### config.mk
export PLATFORM = sky130hd
export DESIGN_NAME = hwpe_multi_stream_engine_ctrl
export DESIGN_NICKNAME = d
export VERILOG_FILES = /design/src/rtl/hwpe_multi_stream_engine_ctrl.sv
export SDC_FILE = /design/constraint.sdc
export NUM_CORES = 1
export LEC_CHECK = 0
export ABC_AREA = 1
export CAP_MARGIN = 20
export CORE_ASPECT_RATIO = 1.75
export CORE_MARGIN = 4
export CORE_UTILIZATION = 42
export CTS_BUF_LIST = sky130_fd_sc_hd__clkbuf_8
export CTS_CLUSTER_SIZE = 8
export DETAILED_ROUTE_END_ITERATION = 10
export HOLD_SLACK_MARGIN = 0.12
export PLACE_DENSITY = 0.64
export SLEW_MARGIN = 20
export SYNTH_ARGS = -nofsm -noshare
export SYNTH_HDL_FRONTEND = slang
export SYNTH_SLANG_ARGS = --single-unit
### constraint.sdc
create_clock -name clk_i -period 5.54 [get_ports clk_i]
set_input_delay 1.108 -clock clk_i [delete_from_list [all_inputs] [get_ports clk_i]]
set_output_delay 1.108 -clock clk_i [all_outputs]
set_load 0.02 [all_outputs]
### src/rtl/hwpe_multi_stream_engine_ctrl.sv
// Engine-side controller for an HWPE kernel with N_OUT output streams.
// Launches the kernel, counts accepted beats per stream against lengths latched
// at start, and emits a one-cycle done once every stream and the kernel are done.
// Optional stall watchdog: define HWPE_ENGINE_WATCHDOG_EN.
module hwpe_multi_stream_engine_ctrl #(
    parameter int unsigned N_OUT  = 2,
    parameter int unsigned CNT_W  = 32,
    parameter int unsigned WDOG_W = 16
) (
    input  logic                   clk_i,
    input  logic                   rst_i,
    input  logic                   clear_i,
    input  logic                   start_i,
    input  logic [N_OUT*CNT_W-1:0] len_i,
    input  logic [N_OUT-1:0]       out_valid_i,
    input  logic [N_OUT-1:0]       out_ready_i,
    output logic                   k_start_o,
    input  logic                   k_done_i,
    input  logic                   k_idle_i,
    input  logic                   k_ready_i,
    output logic                   ready_o,
    output logic                   busy_o,
    output logic                   done_o,
    output logic [N_OUT*CNT_W-1:0] cnt_o,
    output logic [N_OUT-1:0]       ovf_o,
    output logic                   timeout_o
);

    typedef enum logic [1:0] {StIdle, StRun, StDone} state_e;

    state_e                 state_q, state_d;
    logic [N_OUT*CNT_W-1:0] len_q, len_d;
    logic [N_OUT*CNT_W-1:0] cnt_q, cnt_d;
    logic [N_OUT-1:0]       ovf_q, ovf_d;
    logic                   kdone_q, kdone_d;
    logic                   kstart_q, kstart_d;
    logic                   ready_q, ready_d;
    logic [N_OUT-1:0]       beat, cmpl;
    logic                   finish;
`ifdef HWPE_ENGINE_WATCHDOG_EN
    logic [WDOG_W-1:0]      wdog_q, wdog_d;
    logic                   timeout_q, timeout_d;
`endif

    // Per-stream handshake detection and completion against the latched length.
    always_comb begin
        beat = out_valid_i & out_ready_i;
        for (int k = 0; k < int'(N_OUT); k++) begin
            cmpl[k] = (cnt_q[k*CNT_W +: CNT_W] == len_q[k*CNT_W +: CNT_W]);
        end
        // Kernel done may arrive as a pulse in this very cycle or earlier (sticky).
        finish = (&cmpl) & (kdone_q | k_done_i);
    end

    // Next-state logic: job sequencing, beat counting, overflow and watchdog.
    always_comb begin
        state_d  = state_q;
        len_d    = len_q;
        cnt_d    = cnt_q;
        ovf_d    = ovf_q;
        kdone_d  = kdone_q;
        kstart_d = 1'b0;
`ifdef HWPE_ENGINE_WATCHDOG_EN
        wdog_d    = wdog_q;
        timeout_d = 1'b0;
`endif
        unique case (state_q)
            StIdle: begin
                if (start_i && ready_q) begin
                    state_d  = StRun;
                    len_d    = len_i;
                    cnt_d    = '0;
                    ovf_d    = '0;
                    kdone_d  = 1'b0;
                    kstart_d = 1'b1;
`ifdef HWPE_ENGINE_WATCHDOG_EN
                    wdog_d   = '0;
`endif
                end
            end
            StRun: begin
                if (k_done_i) kdone_d = 1'b1;
                for (int k = 0; k < int'(N_OUT); k++) begin
                    if (beat[k]) begin
                        // Saturate at the expected length; extra beats flag overflow.
                        if (!cmpl[k]) cnt_d[k*CNT_W +: CNT_W] = cnt_q[k*CNT_W +: CNT_W] + CNT_W'(1);
                        else          ovf_d[k] = 1'b1;
                    end
                end
                if (finish) state_d = StDone;
`ifdef HWPE_ENGINE_WATCHDOG_EN
                if ((|beat) || k_done_i) wdog_d = '0;
                else                     wdog_d = wdog_q + WDOG_W'(1);
                // A completing job always wins over a simultaneous stall timeout.
                if (!finish && (wdog_d == {WDOG_W{1'b1}})) begin
                    state_d   = StIdle;
                    timeout_d = 1'b1;
                end
`endif
            end
            StDone: state_d = StIdle;
            default: state_d = StIdle;
        endcase

        if (clear_i) begin
            state_d  = StIdle;
            len_d    = '0;
            cnt_d    = '0;
            ovf_d    = '0;
            kdone_d  = 1'b0;
            kstart_d = 1'b0;
`ifdef HWPE_ENGINE_WATCHDOG_EN
            wdog_d    = '0;
            timeout_d = 1'b0;
`endif
        end

        // Clear behaves like reset for ready; it is re-evaluated on the following cycle.
        ready_d = !clear_i && (state_d == StIdle) && (k_ready_i || k_idle_i);
    end

    // State and datapath registers with asynchronous active-high reset.
    always_ff @(posedge clk_i or posedge rst_i) begin
        if (rst_i) begin
            state_q  <= StIdle;
            len_q    <= '0;
            cnt_q    <= '0;
            ovf_q    <= '0;
            kdone_q  <= 1'b0;
            kstart_q <= 1'b0;
            ready_q  <= 1'b0;
        end else begin
            state_q  <= state_d;
            len_q    <= len_d;
            cnt_q    <= cnt_d;
            ovf_q    <= ovf_d;
            kdone_q  <= kdone_d;
            kstart_q <= kstart_d;
            ready_q  <= ready_d;
        end
    end

`ifdef HWPE_ENGINE_WATCHDOG_EN
    // Stall watchdog registers.
    always_ff @(posedge clk_i or posedge rst_i) begin
        if (rst_i) begin
            wdog_q    <= '0;
            timeout_q <= 1'b0;
        end else begin
            wdog_q    <= wdog_d;
            timeout_q <= timeout_d;
        end
    end
    assign timeout_o = timeout_q;
`else
    assign timeout_o = 1'b0;
`endif

    assign k_start_o = kstart_q;
    assign ready_o   = ready_q;
    assign busy_o    = (state_q == StRun);
    assign done_o    = (state_q == StDone);
    assign cnt_o     = cnt_q;
    assign ovf_o     = ovf_q;

endmodule

==> results of run 1 <==
[flip-flops by register name, summed over array words and instances (netlist names)]
register   cells
cnt_o         64
len_q         64
ovf_o          2
state_q        2
k_start_o      1
kdone_q        1
ready_o        1
[where the power goes]
part	internal (mW)	switching, mW
sequential	1.01	0.0213
clock	0.544	0.432
combinational	0.119	0.245
total	1.67	0.698
[how the worst max path moves through the flow]
stage | to | slack [ps]
floorplan | cnt_o[0] | 820
global placement | cnt_o[45] | 2030
detailed placement | cnt_o[60] | 1990
CTS | busy_o | 1510
global route | busy_o | 1460
finish | busy_o | 1520
[logic make-up (layout without fill, tap and decap cells)]
logic type               count (synthesis)  after routing
adder cells (fa/ha/maj)                  2              2
AO/OA/AOI/OAI                           77             77
XOR/XNOR                                47             47
other                                    1              1
buffers and inverters                  210            329
AND/OR/NAND/NOR                        923            923
flip-flops                             135            135
[final cells by class]
| class | instances | area [sq um] | area share |
|---|---|---|---|
| tap | 252 | 315 | 0.0287 |
| inverter | 146 | 553 | 0.0504 |
| timing repair buffer | 152 | 1500 | 0.136 |
| clock inverter | 13 | 205 | 0.0187 |
| sequential | 135 | 3380 | 0.308 |
| multi-input combinational | 1050 | 4770 | 0.435 |
| clock buffer | 18 | 248 | 0.0226 |
[cells in the final DEF (no fill, tap or decap), types with 2 or more instances in the layout]
cell	instances
dfrtp_1	135
nor2_2	6
a21o_1	2
nor2_1	196
a21oi_1	3
nand3_2	11
inv_2	13
nand2_4	3
a22o_1	18
o21ai_0	52
or2_2	3
nor3_1	21
xnor2_1	23
nor2_4	3
inv_6	2
xor2_1	24
clkdlybuf4s50_1	143
nor4_1	8
clkbuf_8	18
inv_1	133
nand2_2	3
nand3_1	156
clkinv_4	3
nand2_1	506
nand4_1	6
ha_1	2
bufinv_16	5
buf_4	8
[worst max-delay path, delay by kind of cell, from the launching register on]
kind / cells / cell delay, ps
buf+inv: 3 / 1720
flops: 1 / 380
simple gates: 1 / 320
[metrics by stage]
step,cell area [sq um],power [mW],util
after floorplan,9040,1.27,-
after global placement,10500,1.41,0.500
after detailed placement,10500,1.42,0.500
after CTS,11000,2.39,0.522
after global routing,11000,2.46,0.522
final,11000,2.37,0.522
[per-layer routing]
metal / track usage / wire [um] / vias up
li1: - / - / 4556
met1: 0.274 / 11400 / 4313
met2: 0.529 / 18000 / 262
met3: 0.0392 / 1240 / 75
met4: 0.138 / 1680 / 0
met5: 0 / 0 / -
==> flow_summary.ini, run 1 <==
[die]
dieWidth_um = 119
die_area_sq_um = 24000
core_area_sq_um = 21000
initial_core_util = 0.430
die_h_um = 202
ios = 146
fp-row-count = 70

[yosys]
syn_avg_cell_area_sq_um = 6.48
muxShareOfSynthArea = 0
synth.largest_area_cell = dfrtp_1
synth_compound_area_frac = 0.0515
synth_fa_ha_area_frac = 0.00277
synth_simple_gate_area_frac = 0.427
synth_top_family_by_area = simple AND/OR/NAND/NOR gates
synth_nets = 1472
synth_area_leaders = dfrtp_1 (37%), nand2_1 (21%), nand3_1 (8.6%)
ys_types = 33
synth_edf_count = 0
async_flop_share = 1.00
synthTopCellsByCount = nand2_1 (506), nor2_1 (197), nand3_1 (156), dfrtp_1 (135), inv_1 (133)
synth_cells = 1395
syn_area_sq_um = 9040
synth_seq_cells = 135
ys_seq_area_frac = 0.374
yosysWarnings = 0
ys.flop_type = dfrtp_1
synth_top_area_frac = 0.374
synth.most_common_cell = nand2_1
synth_xor_xnor_area_share = 0.0455

[route]
wl_um = 32300
drt_first_pass_iters = 7
ant_nets = 0
drtIter0Drc = 573
vias = 9206
routedWlPerCell_um = 18.3
drc = 0
viasPerCell = 5.21

[clock_network]
insertion_delay_ps = 480
clock_sinks = 135
root_buffer = clkbuf_8
clk_pin_slew_ps = 80
cts_tree = yes
postCtsSetupRepairBufs = 0
clk_path_buf_depth = 2
cts-resized-gates = 0
cts_buffers = 17
htreeDepth = 4
postCtsHoldBufs = 0

[layout]
antenna_cells = 0
fillers = 2199
area_delta_synth_final_pct = 21.3
drive_gt1_frac = 0.0535
layout.nets = 1579
layoutNonFillerInstCount = 1766

[critical_path]
worst_setup_path_start_kind = flip-flop
reg2reg_depth = 9
cp_slowest_cell = inv_2
r2r-start = state_q[1]
required_ps = 4430
path_cells = inv_1, nand2_2, inv_2, clkdlybuf4s50_1
r2r_end = cnt_o[25]
worstSetupEndpointType = output pin
worst-path-max-fanout = 42
critPathLaunch = state_q[1]
slowest_delay_ps = 870
crit_type = flip-flop to output pin
r2r_slack_ps = 2030
critical_path_arrival_ps = 2910

[timing]
worst_pin_slew_ps = 1030
timing.final.ws_setup_ps = 1520
holdWs_ps = 521
fin_crit_ps = 4020
min_period_over_period = 0.725
finClkSkew_ps = 13.1
hold_violations = 0
maxSlewHeadroom = 0.313
setup_viol = 0
fmax_mhz = 249
rsz0062_at_grt = false
setup_tns_ps = 0
final_max_slew_viol_count = 0

[placement]
dp_cells = 1735
hpwl_um = 23800
preCtsSetupSlack_ps = 1990
gp_congestion = 0.975
portBuffers = 144

[power]
power.leakage_nw = 5.04
power_density_nw_per_um2 = 216
vdd_drop_max_mv = 0.277

[status]
status = completed

[global_route]
grt_pass1_vias = 9150
grt-ovfl-total = 0
grt_max_degree = 96
grt.total_usage = 0.271
antenna_found_initial = 0
grt_pass1_wl_um = 50400

[min_path]
whs_path_depth = 2
min_path_type = flip-flop to flip-flop
hold_end = len_q[62]
min_from = len_q[62]

[job]
cap_violations = 0
(Power assumes the default switching activity.)
==> inputs of run 2 (changes only) <==
--- a/config.mk
+++ b/config.mk
@@ -14,7 +14,7 @@
 export CTS_CLUSTER_SIZE = 8
 export DETAILED_ROUTE_END_ITERATION = 10
 export HOLD_SLACK_MARGIN = 0.12
-export PLACE_DENSITY = 0.64
+export PLACE_DENSITY = 0.67
 export SLEW_MARGIN = 20
 export SYNTH_ARGS = -nofsm -noshare
 export SYNTH_HDL_FRONTEND = slang
==> constraint.sdc (replaced) <==
create_clock -name clk_i -period 3.38 [get_ports clk_i]
set_input_delay 0.676 -clock clk_i [delete_from_list [all_inputs] [get_ports clk_i]]
set_output_delay 0.676 -clock clk_i [all_outputs]
set_load 0.02 [all_outputs]
==> flow_summary.ini, run 2 (synthesis results as in run 1) <==
[clock_network]
cts_buffers = 17
root_buffer = clkbuf_8
cts_tree = yes
clk_pin_slew_ps = 80
clk_path_buf_depth = 2
postCtsSetupRepairBufs = 0
insertion_delay_ps = 490
cts-resized-gates = 0
postCtsHoldBufs = 0
htreeDepth = 4
clock_sinks = 135

[die]
dieWidth_um = 119
core_area_sq_um = 21000
ios = 146
die_h_um = 202
initial_core_util = 0.430
die_area_sq_um = 24000
fp-row-count = 70

[route]
ant_nets = 0
drt_first_pass_iters = 7
viasPerCell = 5.18
vias = 9188
drc = 0
routedWlPerCell_um = 17.9
drtIter0Drc = 553
wl_um = 31800

[timing]
setup_tns_ps = 0
min_period_over_period = 0.786
final_max_slew_viol_count = 0
fmax_mhz = 377
fin_crit_ps = 2660
rsz0062_at_grt = false
setup_viol = 0
hold_violations = 0
maxSlewHeadroom = 0.477
finClkSkew_ps = 14.7
timing.final.ws_setup_ps = 724
worst_pin_slew_ps = 782

[status]
status = completed

[placement]
hpwl_um = 23600
portBuffers = 144
preCtsSetupSlack_ps = 543
gp_congestion = 1.00

[layout]
area_delta_synth_final_pct = 22.1
final_common_cell = nand2_1
drive_gt1_frac = 0.0592
layout.nets = 1585
fillers = 2203
utilization = 0.525
layout_common_cells = nand2_1 (506), nor2_1 (196), nand3_1 (156), clkdlybuf4s50_1 (143), dfrtp_1 (135)

[critical_path]
worstSetupEndpointType = output pin
worst_setup_path_start_kind = flip-flop
required_ps = 2700
worst-path-max-fanout = 12
crit_type = flip-flop to output pin
critPathLaunch = state_q[1]
critical_path_arrival_ps = 1980
r2r-start = cnt_o[15]

[min_path]
min_from = len_q[62]
min_path_type = flip-flop to flip-flop

[global_route]
grt_max_degree = 136
antenna_found_initial = 1
grt_pass1_wl_um = 50000
grt_pass1_vias = 9282
grt.total_usage = 0.269
grt-ovfl-total = 0

[job]
cap_violations = 0

[power]
power.leakage_nw = 5.06
vdd_drop_max_mv = 0.329
power_density_nw_per_um2 = 348
power_mw = 3.84
==> run 2: cell count changes in the layout (fill, tap and decap cells not counted), sizes merged <==
| cell | change |
|---|---|
| buf | +6 |
| inv | -3 |
| diode | +2 |
| clkinv | +2 |
| clkbuf | -1 |
| clkinvlp | +4 |
| bufinv | -1 |
==> run 2: path summary, 6_finish.rpt <==
kind / cells after the start / slack (ps) / endpoint
max: 4 / 720 / busy_o
min: 2 / 520 / len_q[62]
max reg2reg: 11 / 820 / cnt_o[15]
min reg2reg: 2 / 520 / len_q[62]
max in group asynchronous: 3 / 2060 / cnt_o[22]
min in group asynchronous: 3 / 750 / len_q[13]
==> run 2: area by class of cell <==
class                           instances  area [sq um]  area share
Timing Repair Buffer                  158          1580       0.143
Tap cell                              252           315      0.0286
Multi-Input combinational cell       1050          4770       0.432
Antenna cell                            2          5.00    0.000453
Clock inverter                         15           204      0.0185
Inverter                              146           552      0.0500
Clock buffer                           17           234      0.0212
Sequential cell                       135          3380       0.306
==> run 2: where the power goes <==
group	leakage, nW	total [mW]	internal (mW)	switching, mW
Sequential	1.87	1.69	1.66	0.0336
Clock	0.208	1.54	0.805	0.734
Combinational	2.98	0.611	0.209	0.402
Total	5.06	3.84	2.67	1.17
==> run 2: through the flow <==
stage	std cells	area, sq um	hold slack, ps
final	1775	11000	518
after global routing	1774	11000	535
after CTS	1773	11000	518
after detailed placement	1741	10600	491
after global placement	1741	10600	480
after floorplan	1395	9040	462
==> run 2: worst max-delay path, cell delays in order, from the launching register on <==
cell	delay (ps)
dfrtp_1	380
inv_1	80
nand2_2	60
inv_2	280
clkdlybuf4s50_1	690
==> run 2: routing by layer <==
| layer | wire, um | share of wire | vias to the layer above | track usage |
|---|---|---|---|---|
| met4 | 2570 | 0.081 | 0 | 0.206 |
| met3 | 1310 | 0.041 | 107 | 0.0476 |
| met5 | 0 | 0 | - | 0 |
| met1 | 11100 | 0.35 | 4263 | 0.266 |
| li1 | - | - | 4556 | - |
| met2 | 16800 | 0.53 | 262 | 0.489 |
==> inputs of run 3 (changes only) <==
--- a/config.mk
+++ b/config.mk
@@ -14,7 +14,7 @@
 export CTS_CLUSTER_SIZE = 8
 export DETAILED_ROUTE_END_ITERATION = 10
 export HOLD_SLACK_MARGIN = 0.12
-export PLACE_DENSITY = 0.67
+export PLACE_DENSITY = 0.64
 export SLEW_MARGIN = 20
 export SYNTH_ARGS = -nofsm -noshare
 export SYNTH_HDL_FRONTEND = slang
==> constraint.sdc (replaced) <==
create_clock -name clk_i -period 2.7 [get_ports clk_i]
set_input_delay 0.54 -clock clk_i [delete_from_list [all_inputs] [get_ports clk_i]]
set_output_delay 0.54 -clock clk_i [all_outputs]
set_load 0.02 [all_outputs]
==> flow_summary.ini, run 3 (synthesis results as in run 1) <==
[status]
status = completed

[power]
p_sw_mw = 1.39
power.leakage_nw = 5.20
p_int_mw = 3.49
power.share.sequential = 0.433
vdd_drop_max_mv = 0.340
power_density_nw_per_um2 = 434
p_clk_frac = 0.407
combPwrFrac = 0.161
p_sw_frac = 0.285

[critical_path]
r2r_slack_ps = 340
critical_path_arrival_ps = 1880
cp_slowest_cell = clkdlybuf4s50_1
crit_buf_inv = 3
path_delay_family = buffers and inverters
r2r-start = cnt_o[15]
required_ps = 2160
critPathLaunch = state_q[1]
reg2reg_depth = 12
crit_cells = 4
worstSetupEndpointType = output pin
crit_end = busy_o
worst_setup_path_start_kind = flip-flop
slowest_delay_ps = 620
worst-path-max-fanout = 9
crit_type = flip-flop to output pin
path_cells = inv_1, nand2_2, inv_2, clkdlybuf4s50_1
r2r_end = cnt_o[11]

[placement]
portBuffers = 144
hpwl_um = 23900
place_area_sq_um = 10800
gp_congestion = 1.05
dp_cells = 1763

[global_route]
grt.total_usage = 0.262
grt_pass1_wl_um = 48800
grt-ovfl-total = 0
grt_pass1_vias = 9164
antenna_found_initial = 1
grt_max_degree = 62

[die]
die_h_um = 202
fp-row-count = 70
core_area_sq_um = 21000
dieWidth_um = 119
die_area_sq_um = 24000
ios = 146
initial_core_util = 0.430

[timing]
rsz0062_at_grt = false
hold_violations = 0
final_max_slew_viol_count = 0
fin_crit_ps = 2420
maxSlewHeadroom = 0.639
setup_viol = 0
finClkSkew_ps = 11.3
min_period_over_period = 0.894
worst_pin_slew_ps = 540
fmax_mhz = 414
setup_tns_ps = 0
holdWs_ps = 448

[clock_network]
postCtsHoldBufs = 0
htreeDepth = 4
root_buffer = clkbuf_8
insertion_delay_ps = 470
postCtsSetupRepairBufs = 0
clk_path_buf_depth = 2
cts_tree = yes
cts-resized-gates = 0
clock_sinks = 135
cts_buffers = 17
clk_pin_slew_ps = 80

[route]
ant_nets = 0
wl_um = 31500
drtIter0Drc = 610
vias = 9297
drt_first_pass_iters = 5
viasPerCell = 5.18
routedWlPerCell_um = 17.5
drc = 0

[layout]
fin_area_sq_um = 11200
drive_gt1_frac = 0.0713
final_common_cell = nand2_1
layout_common_cells = nand2_1 (506), nor2_1 (196), nand3_1 (156), clkdlybuf4s50_1 (143), dfrtp_1 (135)
area_delta_synth_final_pct = 24.3
layoutNonFillerInstCount = 1795
layout.nets = 1607
utilization = 0.535

[min_path]
min_path_type = input port to flip-flop
min_from = clear_i

[job]
cap_violations = 0
-- run 3: cell count changes in the layout (fill, tap and decap cells not counted), sizes merged --
cell / change
buf: +22
clkbuf: +6
clkinvlp: -4
clkinv: -3
diode: -1
-- run 3: worst min-delay path by stage --
| stage | end | slack (ps) | cells past startpoint |
|---|---|---|---|
| after CTS | state_q[0] | 410 | 4 |
| after global routing | state_q[0] | 430 | 4 |
| after floorplan | len_q[62] | 460 | 2 |
| after detailed placement | len_q[62] | 500 | 2 |
| after global placement | len_q[62] | 490 | 2 |
| final | state_q[0] | 450 | 4 |
-- run 3: layout make-up --
cell class              count  area (sq um)
diodes                      1          2.50
inverters                 146           552
clock inverters             8           143
well taps                 252           315
multi-input cells        1050          4770
fillers                  2155          9780
repair buffers            180          1760
flip-flops and latches    135          3380
clock buffers              23           317
-- run 3: power by group through the flow --
stage,Sequential [mW],Combinational [mW],Clock (mW)
2_1_floorplan,2.15,0.466,0
3_3_place_gp,2.15,0.779,0
3_5_place_dp,2.15,0.785,0
4_1_cts,2.11,0.788,2.02
5_1_grt,2.12,0.845,2.10
6_report,2.11,0.784,1.98
-- run 3: routing by layer --
metal	track usage	vias to the layer above	share of wire	wire, um
met1	0.260	4312	0.35	10900
li1	-	4602	-	-
met4	0.153	0	0.059	1840
met2	0.503	300	0.55	17400
met3	0.0412	83	0.041	1300
met5	0	-	0	0
-- run 3: worst reg2reg max path, cell delays in order (launching register included) --
cell and delay [ps]:
dfrtp_1 510, inv_1 150, nand2_1 80, nand2_1 50
nor2_1 180, nand2_1 80, nor2_1 270, nand2_1 110
nor2_2 210, nand2_2 220, buf_4 260, nand3_1 90
nand2_1 60
-- run 3: through the flow --
stage               setup WS, ps  total power, mW
global route                 162             5.07
global placement             327             2.93
detailed placement           221             2.94
floorplan                    481             2.62
finish                       285             4.88
CTS                          247             4.92
==> variant 1: new RTL, flow settings as in run 3 <==
Change the parameter `CNT_W` from 32 to 48.
--- a/src/rtl/hwpe_multi_stream_engine_ctrl.sv
+++ b/src/rtl/hwpe_multi_stream_engine_ctrl.sv
@@ -6,3 +6,3 @@
     parameter int unsigned N_OUT  = 2,
-    parameter int unsigned CNT_W  = 32,
+    parameter int unsigned CNT_W  = 48,
     parameter int unsigned WDOG_W = 16
Ports: changed (resized cnt_o and len_i); port bits go from 146 to 210. The function was not compared with the original's and may differ.
==> variant 1 against run 3 <==
Routed wire length rose by 62%; sequential cell count rose by 64; setup slack got worse by 110 ps; critical path type unchanged; fmax fell by 4.2%; area after synthesis rose by 42%; non-clock buffer count rose by 89; total power rose by 27%; cell area rose by 43%; global-route usage rose by 4.1 points.
==> variant 1: results (changes against run 3) <==
VDD IR-drop max=346 uV (+1.8%); Net Count, Synth=2104 (+43%); vias in the first global route=13589 (+48%); number of fill cells=3076 (+43%); Post-Place Worst Slack=409 ps (+188 ps); LEAKAGE=7.05 nW (+36%); WL/cell=19.6 microns (+12%); final wirelength=51000 microns (+62%); Hold Path Class=input pin to async pin; Repair and plain buffers=269 (+49%); Final #Nets=2315 (+44%); first-pass GRT wire length=78300 microns (+60%); Synth Area in XOR/XNOR=3.82% (-0.73 points); FF-to-FF End=cnt_o[36]; Signal inverters=198 (+36%); Synth Area in Adders=0.195% (-0.082 points); post-synthesis sequential area ratio=38.8% (+1.4 points); complex-gate fraction of the synthesized area=4.53% (-0.62 points); signal buffers share of area=16.7% (+1.1 points); Synth area leaders=dfrtp_1, nand2_1, nand3_1; status=complete, no violations; Worst R2R Start=cnt_o[30]; Logic power comb=1.01 mW (+29%); Critical Path Fanout Max=18 (+9); clk slew on worst S/H paths=110 ps (+30 ps)
## variant 1: changes by cell type after synthesis, moves of 9 or more
| cell | delta |
|---|---|
| clkbuf_1 | +22 |
| dfrtp_1 | +64 |
| inv_1 | +23 |
| inv_2 | +29 |
| nand2_1 | +221 |
| nand3_1 | +90 |
| nand3_2 | -9 |
| nand4_1 | +40 |
| nor2_1 | +79 |
| nor3_1 | +23 |
| o21ai_1 | +20 |
| xor2_1 | +15 |
## variant 1: routing by layer
metal	wire [microns]	GRT usage [%]	share of wire (%)	up-vias
met5	0	0	0	-
met4	3770	20.0	7.4	0
met3	2010	3.64	3.9	128
met2	27700	57.1	54	447
met1	17500	30.9	34	6471
li1	-	-	-	6741
## variant 1: stage by stage
step	area (sq um)	hold WS [ps]	utilization [%]
6_report	16100	299	53.3
3_3_place_gp	15700	513	51.9
3_5_place_dp	15700	520	51.9
2_1_floorplan	12800	469	-
4_1_cts	16100	280	53.2
5_1_grt	16100	301	53.3
==> variant 2: new RTL, config.mk and constraints of run 3 <==
Made on the original files. The 3 states of `state_e` get a one-hot encoding in 3 bits.
--- a/src/rtl/hwpe_multi_stream_engine_ctrl.sv
+++ b/src/rtl/hwpe_multi_stream_engine_ctrl.sv
@@ -28,3 +28,3 @@
 
-    typedef enum logic [1:0] {StIdle, StRun, StDone} state_e;
+    typedef enum logic [2:0] {StIdle = 3'b001, StRun = 3'b010, StDone = 3'b100} state_e;
 
Check against the original RTL: no difference found for any inputs over 4 cycles, from zero or initial values and one cycle with rst_i high; so few cycles prove little.
==> variant 2 against run 3 <==
Cell area down 1.6%; utilization down 0.63 points; largest cell class unchanged; sequential cell count up 1; highest routed layer unchanged; setup slack worse by 150 ps; sequential share of layout area up 0.72 points; routed wire length down 0.94%; critical path depth up 1; area after synthesis down 1.4%; total power down 13%.
==> variant 2: results (changes against run 3) <==
status=complete, no violations; skew final=10.2 ps (-1.13 ps); DP Wirelength=23300 microns (-2.4%); GR Util All Layers=26.4% (+0.21 points); Net Count, Synth=1476 (+0.27%); RePlAce Congestion=0.955 (-9.3%); WL/cell=17.4 microns (-0.89%); measured slew at the worst slew-check pin=656 ps (+116 ps); Post-Place Worst Slack=167 ps (-54.6 ps); initial antenna violation count=0 (-1); first-pass GRT wire length=49000 microns (+0.37%); met2 Track Usage GR=49.2% (-1.1 points); # placed instances=1765 (+0.11%); Worst Path Arrival=2020 ps (+140 ps); vias in the first global route=9321 (+1.7%); DR vias=9340 (+0.46%); grt met3 use=3.52% (-0.59 points); number of fill cells=2205 (+2.3%); Global Route met1 Usage=26.4% (+0.39 points); VDD IR-drop max=242 uV (-29%); Synth area leaders=dfrtp_1, nand2_1, nand3_1; Placed Area=10700 sq um (-0.38%); pin count of the biggest net entering global routing=86 (+39%); Synth Area per Inst=6.37 sq um (-1.7%); share of layout cells above drive strength 1=4.86% (-2.3 points); post-synthesis sequential area ratio=38.2% (+0.82 points); Hold Path Class=input pin to async pin; Vias/cell=5.21 (+0.52%)
[variant 2: final timing paths]
kind                       depth (start not counted)        from  slack, ps          to
min in group clk_i                                 2   len_q[62]        500   len_q[62]
max                                                5  state_q[0]        140      busy_o
max in group asynchronous                          3       rst_i       1680  state_q[0]
max reg2reg                                       14   cnt_o[32]        440   cnt_o[56]
min reg2reg                                        2   len_q[62]        500   len_q[62]
min                                                2       rst_i        430   len_q[10]
[variant 2: area by class of cell]
| class | count | share of cell area (%) |
|---|---|---|
| Timing Repair Buffer | 176 | 16.1 |
| Inverter | 149 | 5.09 |
| Sequential cell | 136 | 30.8 |
| Multi-Input combinational cell | 1052 | 42.3 |
| Clock buffer | 21 | 2.61 |
| Clock inverter | 8 | 0.317 |
| Tap cell | 252 | 2.85 |
[variant 2: cell families (layout without fill, tap and decap cells)]
group                      count (synthesis)  in the layout  synth area share [%]
buffers and inverters                    211            354                  9.50
DFF                                      136            136                  38.2
AOI/OAI and AO/OA                         82             82                  5.52
other                                      1              1                0.0421
and+or+nand+nor                          924            924                  42.2
adders and majority gates                  2              2                 0.281
xor gates and xnor gates                  43             43                  4.22
[variant 2: power breakdown]
group          internal (mW)  total [mW]  switching (mW)  leakage [nW]
sequential              2.08        2.11          0.0324          1.88
clock                  0.697        1.49           0.793         0.188
combinational          0.246       0.653           0.407          3.07
[variant 2: worst reg2reg max path, stage by stage, from the launching register on]
cell,delay (ps)
dfrtp_1,570
inv_1,180
nand2_1,90
nand2_1,60
nor2_1,90
nand2_1,150
inv_1,90
nand2_1,60
nor2_2,100
nand2_2,100
nand2_2,260
nand2_2,110
buf_12,180
nand2_1,70
nand2_1,50
[variant 2: metal layers]
layer,vias up,part of all wire (%)
met1,4366,35
met3,98,3.4
met2,261,54
met4,0,7.6
met5,-,0
li1,4615,-
[variant 2: metrics by stage]
stage / power (mW) / utilization (%)
finish: 4.26 / 52.8
floorplan: 2.51 / -
CTS: 4.31 / 52.8
detailed placement: 2.81 / 51.3
global route: 4.45 / 52.8
global placement: 2.81 / 51.3
